==> src/rtl/uart_core_cfg.sv <==
// uart_core_cfg: parametrised full-duplex UART core.
// Shared free-running baud tick, TX and RX three-process FSMs.
// The RX path adds a 2-flop synchroniser, mid-bit sampling, false-start
// rejection, and parity/framing error reporting.
module uart_core_cfg #(
    parameter int unsigned CLK_FREQ   = 50000000,
    parameter int unsigned BAUD_RATE  = 19200,
    parameter int unsigned DATA_BITS  = 8,
    parameter int unsigned PARITY     = 0,
    parameter int unsigned STOP_BITS  = 1,
    parameter int unsigned OVERSAMPLE = 16
) (
    input  logic                 clk,
    input  logic                 rst,
    input  logic [DATA_BITS-1:0] tx_data_in,
    input  logic                 start,
    output logic                 tx,
    output logic                 tx_active,
    output logic                 done_tx,
    input  logic                 rx,
    output logic [DATA_BITS-1:0] rx_data_out,
    output logic                 rx_valid,
    output logic                 parity_err,
    output logic                 frame_err
);

    localparam int unsigned DIV = CLK_FREQ / (BAUD_RATE * OVERSAMPLE);
    localparam int unsigned TW  = (DIV > 1) ? $clog2(DIV) : 1;
    localparam int unsigned OW  = $clog2(OVERSAMPLE);
    localparam int unsigned BW  = 4;

    localparam logic [TW-1:0] TICK_LAST = TW'(DIV - 1);
    localparam logic [OW-1:0] OS_LAST   = OW'(OVERSAMPLE - 1);
    localparam logic [OW-1:0] OS_HALF   = OW'(OVERSAMPLE / 2 - 1);
    localparam logic [BW-1:0] DATA_LAST = BW'(DATA_BITS - 1);
    localparam logic [BW-1:0] STOP_LAST = BW'(STOP_BITS - 1);

    // Elaboration-time parameter legality checks
    if (DIV < 2) begin : g_chk_div
        $error("uart_core_cfg: CLK_FREQ/(BAUD_RATE*OVERSAMPLE) must be >= 2");
    end
    if (DATA_BITS < 5 || DATA_BITS > 9) begin : g_chk_data
        $error("uart_core_cfg: DATA_BITS must be 5..9");
    end
    if (PARITY > 2) begin : g_chk_par
        $error("uart_core_cfg: PARITY must be 0, 1 or 2");
    end
    if (STOP_BITS < 1 || STOP_BITS > 2) begin : g_chk_stop
        $error("uart_core_cfg: STOP_BITS must be 1 or 2");
    end
    if (OVERSAMPLE < 8 || (OVERSAMPLE % 2) != 0) begin : g_chk_os
        $error("uart_core_cfg: OVERSAMPLE must be even and >= 8");
    end

    // ------------------------------------------------------------------
    // Baud tick
    // ------------------------------------------------------------------
    logic [TW-1:0] r_tick_cnt;
    logic          w_tick;

    assign w_tick = (r_tick_cnt == TICK_LAST);

    // Free-running divider, one-cycle tick at wrap
    always_ff @(posedge clk or posedge rst) begin
        if (rst)
            r_tick_cnt <= '0;
        else if (w_tick)
            r_tick_cnt <= '0;
        else
            r_tick_cnt <= r_tick_cnt + 1'b1;
    end

    // ------------------------------------------------------------------
    // Transmitter
    // ------------------------------------------------------------------
    typedef enum logic [2:0] {
        TX_IDLE,
        TX_START,
        TX_DATA,
        TX_PARITY,
        TX_STOP
    } tx_state_t;

    tx_state_t              r_tx_state;
    tx_state_t              w_tx_next;
    logic [OW-1:0]          r_tx_os;
    logic [BW-1:0]          r_tx_bit;
    logic [DATA_BITS-1:0]   r_tx_shift;
    logic                   r_tx_par;
    logic                   r_done_tx;
    logic                   w_tx_accept;
    logic                   w_tx_bit_end;

    assign w_tx_accept  = (r_tx_state == TX_IDLE) && start;
    assign w_tx_bit_end = (r_tx_state != TX_IDLE) && w_tick && (r_tx_os == OS_LAST);

    // TX state register
    always_ff @(posedge clk or posedge rst) begin
        if (rst)
            r_tx_state <= TX_IDLE;
        else
            r_tx_state <= w_tx_next;
    end

    // TX next-state logic
    always_comb begin
        w_tx_next = r_tx_state;
        case (r_tx_state)
            TX_IDLE:   if (start) w_tx_next = TX_START;
            TX_START:  if (w_tx_bit_end) w_tx_next = TX_DATA;
            TX_DATA:   if (w_tx_bit_end && (r_tx_bit == DATA_LAST))
                           w_tx_next = (PARITY != 0) ? TX_PARITY : TX_STOP;
            TX_PARITY: if (w_tx_bit_end) w_tx_next = TX_STOP;
            TX_STOP:   if (w_tx_bit_end && (r_tx_bit == STOP_LAST)) w_tx_next = TX_IDLE;
            default:   w_tx_next = TX_IDLE;
        endcase
    end

    // TX outputs decoded from state; idle line is high
    always_comb begin
        tx        = 1'b1;
        tx_active = (r_tx_state != TX_IDLE);
        case (r_tx_state)
            TX_START:  tx = 1'b0;
            TX_DATA:   tx = r_tx_shift[0];
            TX_PARITY: tx = r_tx_par;
            default:   tx = 1'b1;
        endcase
    end

    // TX datapath: payload latch, oversample/bit counters, done pulse
    always_ff @(posedge clk or posedge rst) begin
        if (rst) begin
            r_tx_os    <= '0;
            r_tx_bit   <= '0;
            r_tx_shift <= '0;
            r_tx_par   <= 1'b0;
            r_done_tx  <= 1'b0;
        end else begin
            r_done_tx <= (r_tx_state == TX_STOP) && w_tx_bit_end && (r_tx_bit == STOP_LAST);
            if (w_tx_accept) begin
                r_tx_shift <= tx_data_in;
                r_tx_par   <= (PARITY == 1) ? ~(^tx_data_in) : (^tx_data_in);
                r_tx_os    <= '0;
                r_tx_bit   <= '0;
            end else if ((r_tx_state != TX_IDLE) && w_tick) begin
                if (w_tx_bit_end) begin
                    r_tx_os <= '0;
                    if (r_tx_state == TX_DATA) begin
                        r_tx_shift <= r_tx_shift >> 1;
                        r_tx_bit   <= (r_tx_bit == DATA_LAST) ? '0 : r_tx_bit + 1'b1;
                    end else if (r_tx_state == TX_STOP) begin
                        r_tx_bit <= r_tx_bit + 1'b1;
                    end else begin
                        r_tx_bit <= '0;
                    end
                end else begin
                    r_tx_os <= r_tx_os + 1'b1;
                end
            end
        end
    end

    assign done_tx = r_done_tx;

    // ------------------------------------------------------------------
    // Receiver
    // ------------------------------------------------------------------
    typedef enum logic [2:0] {
        RX_IDLE,
        RX_START,
        RX_DATA,
        RX_PARITY,
        RX_STOP
    } rx_state_t;

    rx_state_t              r_rx_state;
    rx_state_t              w_rx_next;
    logic                   r_rx_meta;
    logic                   r_rx_s;
    logic                   r_rx_s_d;
    logic [OW-1:0]          r_rx_os;
    logic [BW-1:0]          r_rx_bit;
    logic [DATA_BITS-1:0]   r_rx_shift;
    logic                   r_rx_par;
    logic [DATA_BITS-1:0]   r_rx_data;
    logic                   r_rx_valid;
    logic                   r_parity_err;
    logic                   r_frame_err;
    logic                   w_rx_fall;
    logic                   w_rx_half_smp;
    logic                   w_rx_full_smp;
    logic                   w_rx_data_smp;
    logic                   w_rx_par_smp;
    logic                   w_rx_stop_smp;
    logic                   w_rx_par_exp;

    assign w_rx_fall    = r_rx_s_d & ~r_rx_s;
    assign w_rx_par_exp = (PARITY == 1) ? ~(^r_rx_shift) : (^r_rx_shift);

    // Two-flop synchroniser plus one delay stage for edge detection
    always_ff @(posedge clk or posedge rst) begin
        if (rst) begin
            r_rx_meta <= 1'b1;
            r_rx_s    <= 1'b1;
            r_rx_s_d  <= 1'b1;
        end else begin
            r_rx_meta <= rx;
            r_rx_s    <= r_rx_meta;
            r_rx_s_d  <= r_rx_s;
        end
    end

    // RX state register
    always_ff @(posedge clk or posedge rst) begin
        if (rst)
            r_rx_state <= RX_IDLE;
        else
            r_rx_state <= w_rx_next;
    end

    // RX next-state logic; a held-low line never re-arms since no falling edge is seen
    always_comb begin
        w_rx_next = r_rx_state;
        case (r_rx_state)
            RX_IDLE:   if (w_rx_fall) w_rx_next = RX_START;
            RX_START:  if (w_rx_half_smp) w_rx_next = r_rx_s ? RX_IDLE : RX_DATA;
            RX_DATA:   if (w_rx_full_smp && (r_rx_bit == DATA_LAST))
                           w_rx_next = (PARITY != 0) ? RX_PARITY : RX_STOP;
            RX_PARITY: if (w_rx_full_smp) w_rx_next = RX_STOP;
            RX_STOP:   if (w_rx_full_smp) w_rx_next = RX_IDLE;
            default:   w_rx_next = RX_IDLE;
        endcase
    end

    // RX sample strobes decoded from state and counters
    always_comb begin
        w_rx_half_smp = (r_rx_state == RX_START) && w_tick && (r_rx_os == OS_HALF);
        w_rx_full_smp = ((r_rx_state == RX_DATA) || (r_rx_state == RX_PARITY) ||
                         (r_rx_state == RX_STOP)) && w_tick && (r_rx_os == OS_LAST);
        w_rx_data_smp = w_rx_full_smp && (r_rx_state == RX_DATA);
        w_rx_par_smp  = w_rx_full_smp && (r_rx_state == RX_PARITY);
        w_rx_stop_smp = w_rx_full_smp && (r_rx_state == RX_STOP);
    end

    // RX datapath: counters, shift-in, result and error flag registers
    always_ff @(posedge clk or posedge rst) begin
        if (rst) begin
            r_rx_os      <= '0;
            r_rx_bit     <= '0;
            r_rx_shift   <= '0;
            r_rx_par     <= 1'b0;
            r_rx_data    <= '0;
            r_rx_valid   <= 1'b0;
            r_parity_err <= 1'b0;
            r_frame_err  <= 1'b0;
        end else begin
            r_rx_valid <= w_rx_stop_smp;
            if (r_rx_state == RX_IDLE) begin
                if (w_rx_fall) begin
                    r_rx_os  <= '0;
                    r_rx_bit <= '0;
                end
            end else if (w_tick) begin
                if (w_rx_half_smp || w_rx_full_smp)
                    r_rx_os <= '0;
                else
                    r_rx_os <= r_rx_os + 1'b1;
            end
            if (w_rx_data_smp) begin
                r_rx_shift <= {r_rx_s, r_rx_shift[DATA_BITS-1:1]};
                r_rx_bit   <= r_rx_bit + 1'b1;
            end
            if (w_rx_par_smp)
                r_rx_par <= r_rx_s;
            if (w_rx_stop_smp) begin
                r_rx_data    <= r_rx_shift;
                r_frame_err  <= ~r_rx_s;
                r_parity_err <= (PARITY != 0) && (r_rx_par != w_rx_par_exp);
            end
        end
    end

    assign rx_data_out = r_rx_data;
    assign rx_valid    = r_rx_valid;
    assign parity_err  = r_parity_err;
    assign frame_err   = r_frame_err;

endmodule

==> config.mk <==
export PLATFORM = sky130hd
export DESIGN_NAME = uart_core_cfg
export DESIGN_NICKNAME = d
export VERILOG_FILES = /design/src/rtl/uart_core_cfg.sv
export SDC_FILE = /design/constraint.sdc
export NUM_CORES = 1
export LEC_CHECK = 0
export ABC_AREA = 1
export ABC_CLOCK_PERIOD_IN_PS = 2900
export CORE_MARGIN = 8
export CORE_UTILIZATION = 60
export CTS_CLUSTER_DIAMETER = 40
export CTS_CLUSTER_SIZE = 28
export DETAILED_ROUTE_END_ITERATION = 10
export PLACE_DENSITY = 0.9
export SYNTH_ARGS = -nofsm -noshare
export SYNTH_HDL_FRONTEND = slang
export SYNTH_SLANG_ARGS = --single-unit
==> constraint.sdc <==
create_clock -name clk -period 2.9 [get_ports clk]
set_input_delay 0.58 -clock clk [delete_from_list [all_inputs] [get_ports clk]]
set_output_delay 0.58 -clock clk [all_outputs]
set_load 0.005 [all_outputs]
=== Word-level counts from Yosys, hierarchy flattened ===
Cells that the tools add are included.

* Flip-flop bits (word level): 61
* Output and inout bits: 14
* Logic and storage cells: 116
* Bits of input ports: 12

* Eq/ne operators: 24
* $add $sub $neg: 5
* Multiplexer cells: 34
* Bitwise operators: 2
* Reductions and logical operators: 34

{| class="wikitable"
|+ Operator list
! operator !! count
|-
| $mux 4 || 15
|-
| $mux 8 || 5
|-
| $mux 3 || 10
|-
| $pmux 3 s5 || 2
|-
| $ne 2x2->1 const B || 10
|-
| $add 4x1->4 const B || 4
|-
| $logic_and 1x1->1 || 14
|-
| $eq 3x2->1 const B || 4
|-
| $eq 4x3->1 const B || 3
|-
| $reduce_bool 2->1 || 6
|-
| $reduce_and 5->1 || 2
|-
| $add 8x1->8 const B || 1
|-
| $eq 4x4->1 const B || 2
|-
| $eq 8x8->1 const B || 1
|-
| $reduce_xor 8->1 || 1
|-
| $eq 3x1->1 const B || 2
|-
| $eq 3x3->1 const B || 2
|-
| $logic_not 3->1 || 2
|-
| $reduce_and 2->1 || 3
|-
| $logic_not 4->1 || 1
|-
| $logic_or 1x1->1 || 3
|-
| $pmux 1 s3 || 1
|-
| $reduce_and 3->1 || 1
|-
| $reduce_bool 3->1 || 1
|-
| other kinds (3) || 3
|}

=== Longest topological paths before layout ===
Gate-level depths: netlist (run 1).

* Depth after elaboration: 9
* Depth in mapped cells: 10
* Depth with buffers taken out: 10

=== Worst setup path before layout (run 1) ===
No wires, ideal clock.

* Path type: register to register
* From: reg r_tick_cnt[1]
* To: reg r_rx_shift[1]
* Setup time: 115 ps
* Path slack: 1316 ps
* Path buffers: 2
* Arrival: 1469 ps
* Stages on the path, launching flop included: 11
* Data required time: 2785 ps
* Path through: dfrtp_1 inv_1 ha_1 nand4_1 nor2_4 and3_1 buf_6 buf_6 nand2_2 o21ai_2 inv_2

* Longest elaborated chain between the ends: 4

{| class="wikitable"
|+ RTL lines
! element !! RTL line !! source
|-
| from (decl) || 58 || <nowiki>logic [TW-1:0] r_tick_cnt;</nowiki>
|-
| from (signal assigned) || 70 || <nowiki>r_tick_cnt <= r_tick_cnt + 1'b1;</nowiki>
|-
| $eq 8x8->1 || 61 || <nowiki>assign w_tick = (r_tick_cnt == TICK_LAST);</nowiki>
|-
| $logic_and 1x1->1 (2 in a row) || 240 || <nowiki>(r_rx_state == RX_STOP)) && w_tick && (r_rx_os == OS_LAST);</nowiki>
|-
| $logic_and 1x1->1 || 241 || <nowiki>w_rx_data_smp = w_rx_full_smp && (r_rx_state == RX_DATA);</nowiki>
|-
| to (signal assigned) || 271 || <nowiki>r_rx_shift <= {r_rx_s, r_rx_shift[DATA_BITS-1:1]};</nowiki>
|-
| to (decl) || 184 || <nowiki>logic [DATA_BITS-1:0] r_rx_shift;</nowiki>
|}

Every way passes these cells.
A chain may end at the register's enable or synchronous reset.

=== Worst setup path in the final report (run 1) ===
* From: reg r_tx_state[2]
* To: out tx

* Longest elaborated chain between the ends: 2
* Elaborated cells on any way between the ends: 4
* Classes of those cells: 3 x eq/ne; 1 x mux

{| class="wikitable"
|+ RTL lines
! element !! RTL line !! source
|-
| from (decl) || 84 || <nowiki>tx_state_t r_tx_state;</nowiki>
|-
| from (signal assigned) || 102 || <nowiki>r_tx_state <= w_tx_next;</nowiki>
|-
| $eq 3x2->1 or $eq 3x1->1 (tied branches) || 123 || <nowiki>case (r_tx_state)</nowiki>
|-
| $pmux 1 s3 (*) || 123 ||
|-
| to (decl) || 17 || <nowiki>output logic tx,</nowiki>
|}

Every way passes the cells marked *; elsewhere a longest branch is shown, timed or not.

==> results of run 1 <==
flip-flops by register name, summed over array words and instances (netlist names):
name and count:
r_rx_meta 1, r_rx_os 4, done_tx 1, frame_err 1
r_tx_os 4, r_tick_cnt 8, r_rx_state 3, rx_data_out 8
r_rx_bit 4, r_rx_s 1, r_tx_shift 8, r_tx_state 3
rx_valid 1, r_tx_par 1, r_rx_shift 8, r_tx_bit 4
r_rx_s_d 1
path summary, 6_finish.rpt:
| check | cells after the start | slack (ns) | from | to |
|---|---|---|---|---|
| max | 4 | 0.57 | r_tx_state[2]$_DFFE_PP0P_ | tx |
| min | 0 | 0.36 | r_rx_meta$_DFF_PP1_ | r_rx_s$_DFF_PP1_ |
| max reg2reg | 8 | 0.86 | r_tick_cnt[1]$_DFF_PP0_ | r_rx_bit[3]$_DFFE_PP0P_ |
| min reg2reg | 0 | 0.36 | r_rx_meta$_DFF_PP1_ | r_rx_s$_DFF_PP1_ |
| max in group asynchronous | 3 | 1.62 | rst | r_rx_s_d$_DFF_PP1_ |
| min in group asynchronous | 2 | 0.64 | rst | frame_err$_DFFE_PP0P_ |
area by class of cell:
cell class | instances | share of cell area (%)
Clock buffer | 12 | 4.03
Clock inverter | 4 | 1.32
Inverter | 71 | 7.41
Multi-Input combinational cell | 246 | 34.8
Sequential cell | 61 | 42.5
Tap cell | 70 | 2.43
Timing Repair Buffer | 26 | 7.44
worst reg2reg max path, delay by kind of cell, from the launching register on:
family / cells / cell delay [ns]
AOI/OAI and AO/OA: 1 / 0.07
adders and majority gates: 1 / 0.20
buffers and inverters: 1 / 0.06
DFF: 1 / 0.41
and+or+nand+nor: 5 / 1.19
stage by stage:
stage	area [µm²]	hold slack, ns
after floorplan	3110	0.345
after global placement	3410	0.346
after detailed placement	3410	0.347
after CTS	3600	0.356
after global routing	3600	0.362
final	3600	0.356
per-layer routing:
metal  wire length, µm  up-vias  share of wire, %  global-route usage [%]
met4               128        0               2.1                    9.53
li1                  -     1275                 -                       -
met2              3030       63                49                    30.0
met1              2680     1196                44                    20.0
met5                 0        -                 0                       0
met3               284       12               4.6                    4.69
placed cells by master (no fill, tap or decap):
| master | synthesis | final |
|---|---|---|
| clkbuf_1 | 0 | 2 |
| ha_1 | 7 | 7 |
| dfstp_2 | 3 | 3 |
| o31ai_1 | 3 | 3 |
| bufinv_16 | 0 | 1 |
| clkdlybuf4s50_1 | 0 | 24 |
| xnor2_1 | 6 | 6 |
| buf_4 | 2 | 1 |
| inv_2 | 4 | 5 |
| and3_1 | 1 | 1 |
| nand3_2 | 2 | 2 |
| o21ai_1 | 1 | 1 |
| o21ai_2 | 1 | 1 |
| inv_1 | 67 | 66 |
| xor2_1 | 4 | 4 |
| nand4_1 | 9 | 9 |
| o22ai_1 | 2 | 2 |
| buf_12 | 0 | 1 |
| clkinvlp_4 | 0 | 1 |
| a21oi_1 | 18 | 18 |
| nor2_4 | 2 | 2 |
| clkinv_2 | 0 | 2 |
| or2_2 | 1 | 1 |
| dfrtp_1 | 58 | 58 |
| nor3b_1 | 1 | 1 |
| o21ai_0 | 26 | 26 |
| nor3_1 | 7 | 7 |
| nor2_1 | 31 | 31 |
| conb_1 | 1 | 1 |
| nor2_2 | 2 | 2 |
| clkbuf_8 | 0 | 10 |
| nand4_2 | 1 | 1 |
| nand2_2 | 3 | 3 |
| nand3_1 | 21 | 21 |
| nand2_1 | 90 | 90 |
| nand2_4 | 1 | 1 |
| o211ai_1 | 5 | 5 |
power by group through the flow:
| stage | combinational (W) | clock [W] | sequential, W |
|---|---|---|---|
| finish | 0.000189 | 0.000740 | 0.000895 |
| global route | 0.000214 | 0.000785 | 0.000896 |
| CTS | 0.000189 | 0.000753 | 0.000894 |
| detailed placement | 0.000185 | 0 | 0.000910 |
| global placement | 0.000178 | 0 | 0.000907 |
| floorplan | 0.000133 | 0 | 0.000905 |
cell families (layout without fill, tap and decap cells):
kind of cell | after synthesis | in the layout | share of synthesized area [%]
other cells | 1 | 1 | 0.121
simple gates | 172 | 172 | 24.7
buf+inv | 78 | 113 | 10.5
fa+ha+maj | 7 | 7 | 2.82
compound gates | 56 | 56 | 9.86
flops | 61 | 61 | 49.2
xor+xnor | 10 | 10 | 2.82
==> results.cfg, run 1 <==
[setup_path]
crit_slowest_cell = clkdlybuf4s50_1
path_cells = inv_1 > nand3_1 > o22ai_1 > clkdlybuf4s50_1
max_stage_delay_ns = 0.55
worst-path-buf-inv = 2
crit_type = reg2out
path_max_fanout = 4
crit_path_start_kind = flop
crit_family = buffers and inverters
worstPathRequired_ns = 2.32
endpoint_kind = output pin
arrival_ns = 1.75

[sta]
worst_pin_slew_ns = 0.579
fin_crit_ns = 2.33
setup_viol = 0
finalWorstSetupSlack_ns = 0.566
slew_violations = 0
slew_headroom_pct = 61.3
fmax_mhz = 429
rsz0062_at_grt = no
finalCritPeriodShare_pct = 80.5
fin_setup_tns_ns = 0
hold_viol = 0
finalClockSkew_ns = 0.0105

[clock_tree]
root_buffer = clkbuf_8
postCtsHoldBufs = 0
clock_sinks = 61
clock_path_buffers = 2
post_cts_resized = 0
worstSkewPairLatency_ns = 0.34
clk_pin_slew_ns = 0.06
htreeDepth = 3
cts_tree = built
numCtsBuffers = 9
cts_setup_buffers = 0

[logic_synthesis]
synth_commonest_cells = nand2_1, inv_1, dfrtp_1, nor2_1, o21ai_0
synth_cell_type_count = 32
syn_area_per_cell_um2 = 8.08
ys_async_sr_fraction_pct = 100
synth_nets = 404
syn_inst = 385
synth.top_cell.area_share_pct = 46.7
seq_area_frac_synth_pct = 49.2
synth_edf_count = 0
synthMostInstantiatedCell = nand2_1
synth_warnings = 0
synthesis.area_um2 = 3110
ys_ff_latch = 61
synth_largest_area_cell = dfrtp_1
synth.area.top_cells = dfrtp_1, nand2_1, inv_1, o21ai_0, nor2_1
synth_flop_cell = dfrtp_1

[power]
clkPwrFrac_pct = 40.6
power_w = 0.00182
p_leak_nw = 1.88
p_sw_w = 0.000466
power.internal_w = 0.00136
share_comb_of_total_power_pct = 10.4
swShare_pct = 25.6
powerDensity_nw_per_um2 = 507
p_seq_share_pct = 49.1
vdd_ir_drop_max_mv = 0.469

[layout]
utilization_pct = 71.4
fill_cells = 360
fin_cells = 490
regArea_um2 = 1530
nNetsFinal = 434
multiInputGateArea_um2 = 1250
drive_gt1_share_pct = 8.81
area_growth_pct = 15.7
antenna_cells = 0

[placed_design]
gp_congestion = 0.865
dp_cells = 474
place_worst_setup_slack_ns = 0.842
hpwl_mm = 4.37
io_buffers = 24

[floorplanning]
placementRows = 26
fp.dieW_um = 88.0
die_h_um = 88.0
pin_count = 26
dieArea_um2 = 7740
coreArea_um2 = 5040
start_util_pct = 61.7

[detailed_routing]
firstDrtPassIters = 5
drtIter0Drc = 178
viasPerCell = 5.20
avgRoutedWirePerCell_um = 12.5
route.detailed.drc = 0
vias = 2546
ant_nets = 0
wirelength_mm = 6.12

[global_routing]
track_usage_pct = 17.8
gr-total-overflow = 0
antenna_found_initial = 0
grt_pass1_vias = 2566
grt_pass1_wl_mm = 10.7
grt_max_degree = 37

[hold_path]
holdCritPathClass = reg2reg

[status]
status = complete, no violations

[run]
max_cap_viol_count = 0
Power figures use the tool's default switching activity.
==> inputs of run 2 (changes only) <==
--- a/config.mk
+++ b/config.mk
@@ -6,13 +6,13 @@
 export NUM_CORES = 1
 export LEC_CHECK = 0
 export ABC_AREA = 1
-export ABC_CLOCK_PERIOD_IN_PS = 2900
+export ABC_CLOCK_PERIOD_IN_PS = 2200
 export CORE_MARGIN = 8
-export CORE_UTILIZATION = 60
+export CORE_UTILIZATION = 58
 export CTS_CLUSTER_DIAMETER = 40
 export CTS_CLUSTER_SIZE = 28
 export DETAILED_ROUTE_END_ITERATION = 10
-export PLACE_DENSITY = 0.9
+export PLACE_DENSITY = 0.88
 export SYNTH_ARGS = -nofsm -noshare
 export SYNTH_HDL_FRONTEND = slang
 export SYNTH_SLANG_ARGS = --single-unit
==> constraint.sdc (replaced) <==
create_clock -name clk -period 2.2 [get_ports clk]
set_input_delay 0.44 -clock clk [delete_from_list [all_inputs] [get_ports clk]]
set_output_delay 0.44 -clock clk [all_outputs]
set_load 0.005 [all_outputs]
==> results.cfg, run 2 (synthesis gave the netlist of run 1 again) <==
[clock_tree]
root_buffer = clkbuf_8
cts_tree = built
htreeDepth = 3
clock_sinks = 61
postCtsHoldBufs = 0
numCtsBuffers = 9
clk_pin_slew_ns = 0.06
clock_path_buffers = 2
worstSkewPairLatency_ns = 0.35

[floorplanning]
die_h_um = 89.2
coreArea_um2 = 5140
pin_count = 26
placementRows = 26
fp.dieW_um = 89.2
start_util_pct = 60.5
dieArea_um2 = 7960

[layout]
antenna_cells = 0
drive_gt1_share_pct = 9.46
fin_cells = 493
design_area_um2 = 3590
fill_cells = 395
nNetsFinal = 437
layout_common_cells = nand2_1, inv_1, dfrtp_1, nor2_1, o21ai_0
final_common_cell = nand2_1
area_growth_pct = 15.6

[setup_path]
crit_slowest_cell = clkdlybuf4s50_1
arrival_ns = 1.69
path_max_fanout = 3
crit_type = reg2out
crit_path_start_kind = flop
worstPathRequired_ns = 1.76
max_stage_delay_ns = 0.53
path_cells = inv_1 > nand3_1 > o22ai_1 > clkdlybuf4s50_1
endpoint_kind = output pin

[sta]
fin_setup_tns_ns = 0
finalCritPeriodShare_pct = 96.8
setup_viol = 0
slew_violations = 0
hold_viol = 0
fin_crit_ns = 2.13
fmax_mhz = 470
finalClockSkew_ns = 0.00831
rsz0062_at_grt = yes
hold_slack_ns = 0.361
finalWorstSetupSlack_ns = 0.0713

[global_routing]
track_usage_pct = 17.9
busiest_layer = met2
gr-usage-met2_pct = 28.0
gr-total-overflow = 0
antenna_found_initial = 0
grtUsageMet1_pct = 21.6
grt_max_degree = 33
grt_pass1_vias = 2511
grt_util_met3_pct = 5.70
grt_pass1_wl_mm = 10.9

[placed_design]
hpwl_mm = 4.43
gp_congestion = 0.839
place_worst_setup_slack_ns = 0.309
placed_cell_area_um2 = 3430
dp_cells = 477
io_buffers = 24

[power]
vdd_ir_drop_max_mv = 0.465
powerDensity_nw_per_um2 = 638
swShare_pct = 26.8
p_sw_w = 0.000615
p_seq_share_pct = 51.5
p_leak_nw = 1.88
power.internal_w = 0.00168
clkPwrFrac_pct = 37.3
share_comb_of_total_power_pct = 11.1

[detailed_routing]
route.detailed.drc = 0
ant_nets = 0
drtIter0Drc = 196
firstDrtPassIters = 5
wirelength_mm = 6.10
avgRoutedWirePerCell_um = 12.4
vias = 2564
viasPerCell = 5.20

[status]
status = complete, no violations

[run]
max_cap_viol_count = 0

[hold_path]
holdCritPathClass = reg2reg
run 2: cell count changes in the layout (fill, tap and decap cells not counted), sizes merged:
cell      previous run  this run
buf                  2         5
clkbuf              12        14
bufinv               1         0
clkinvlp             1         0
run 2: layout make-up:
cell class                      count  area (µm²)  area share (%)
Clock buffer                       14         153            4.25
Clock inverter                      2        10.0           0.279
Inverter                           71         267            7.42
Multi-Input combinational cell    246        1260            35.0
Sequential cell                    61        1530            42.6
Tap cell                           70        87.6            2.44
Timing Repair Buffer               29         290            8.08
run 2: routing by layer:
layer,vias to the layer above,part of all wire [%]
met5,-,0
met2,57,48
met4,0,2.4
met1,1211,46
li1,1282,-
met3,14,4.3
run 2: power groups by stage:
stage	registers [W]	clock network, W	logic (W)
final	0.00118	0.000856	0.000255
after global routing	0.00118	0.000922	0.000294
after CTS	0.00118	0.000872	0.000255
after detailed placement	0.00120	0	0.000251
after global placement	0.00120	0	0.000236
after floorplan	0.00119	0	0.000176
run 2: through the flow:
stage                     util, %  total power [W]
after floorplan                 -          0.00137
after global placement       66.7          0.00143
after detailed placement     66.7          0.00145
after CTS                    69.9          0.00231
after global routing         69.9          0.00240
final                        69.9          0.00229
run 2: worst paths after layout:
path                                            from                         end  slack [ns]  depth (start not counted)
max in group asynchronous                        rst      r_tx_os[3]$_DFFE_PP0P_        1.24                          3
min in group asynchronous                        rst  rx_data_out[2]$_DFFE_PP0P_        0.43                          2
setup reg to reg             r_tick_cnt[1]$_DFF_PP0_   r_tx_shift[5]$_DFFE_PP0P_        0.28                          9
hold reg to reg                  r_rx_meta$_DFF_PP1_            r_rx_s$_DFF_PP1_        0.36                          0
hold / removal                   r_rx_meta$_DFF_PP1_            r_rx_s$_DFF_PP1_        0.36                          0
setup / recovery           r_tx_state[0]$_DFFE_PP0P_                          tx        0.07                          4
run 2: critical path, delay by kind of cell, from the launching register on:
family / cells / cell delay [ns]
buf+inv: 2 / 0.63
compound gates: 1 / 0.19
flops: 1 / 0.40
simple gates: 1 / 0.12
run 2: timing repair:
item,4_1_cts,5_1_grt
gates resized for setup,0,2
endpoints found under the setup margin,0,2
setup buffers,0,0
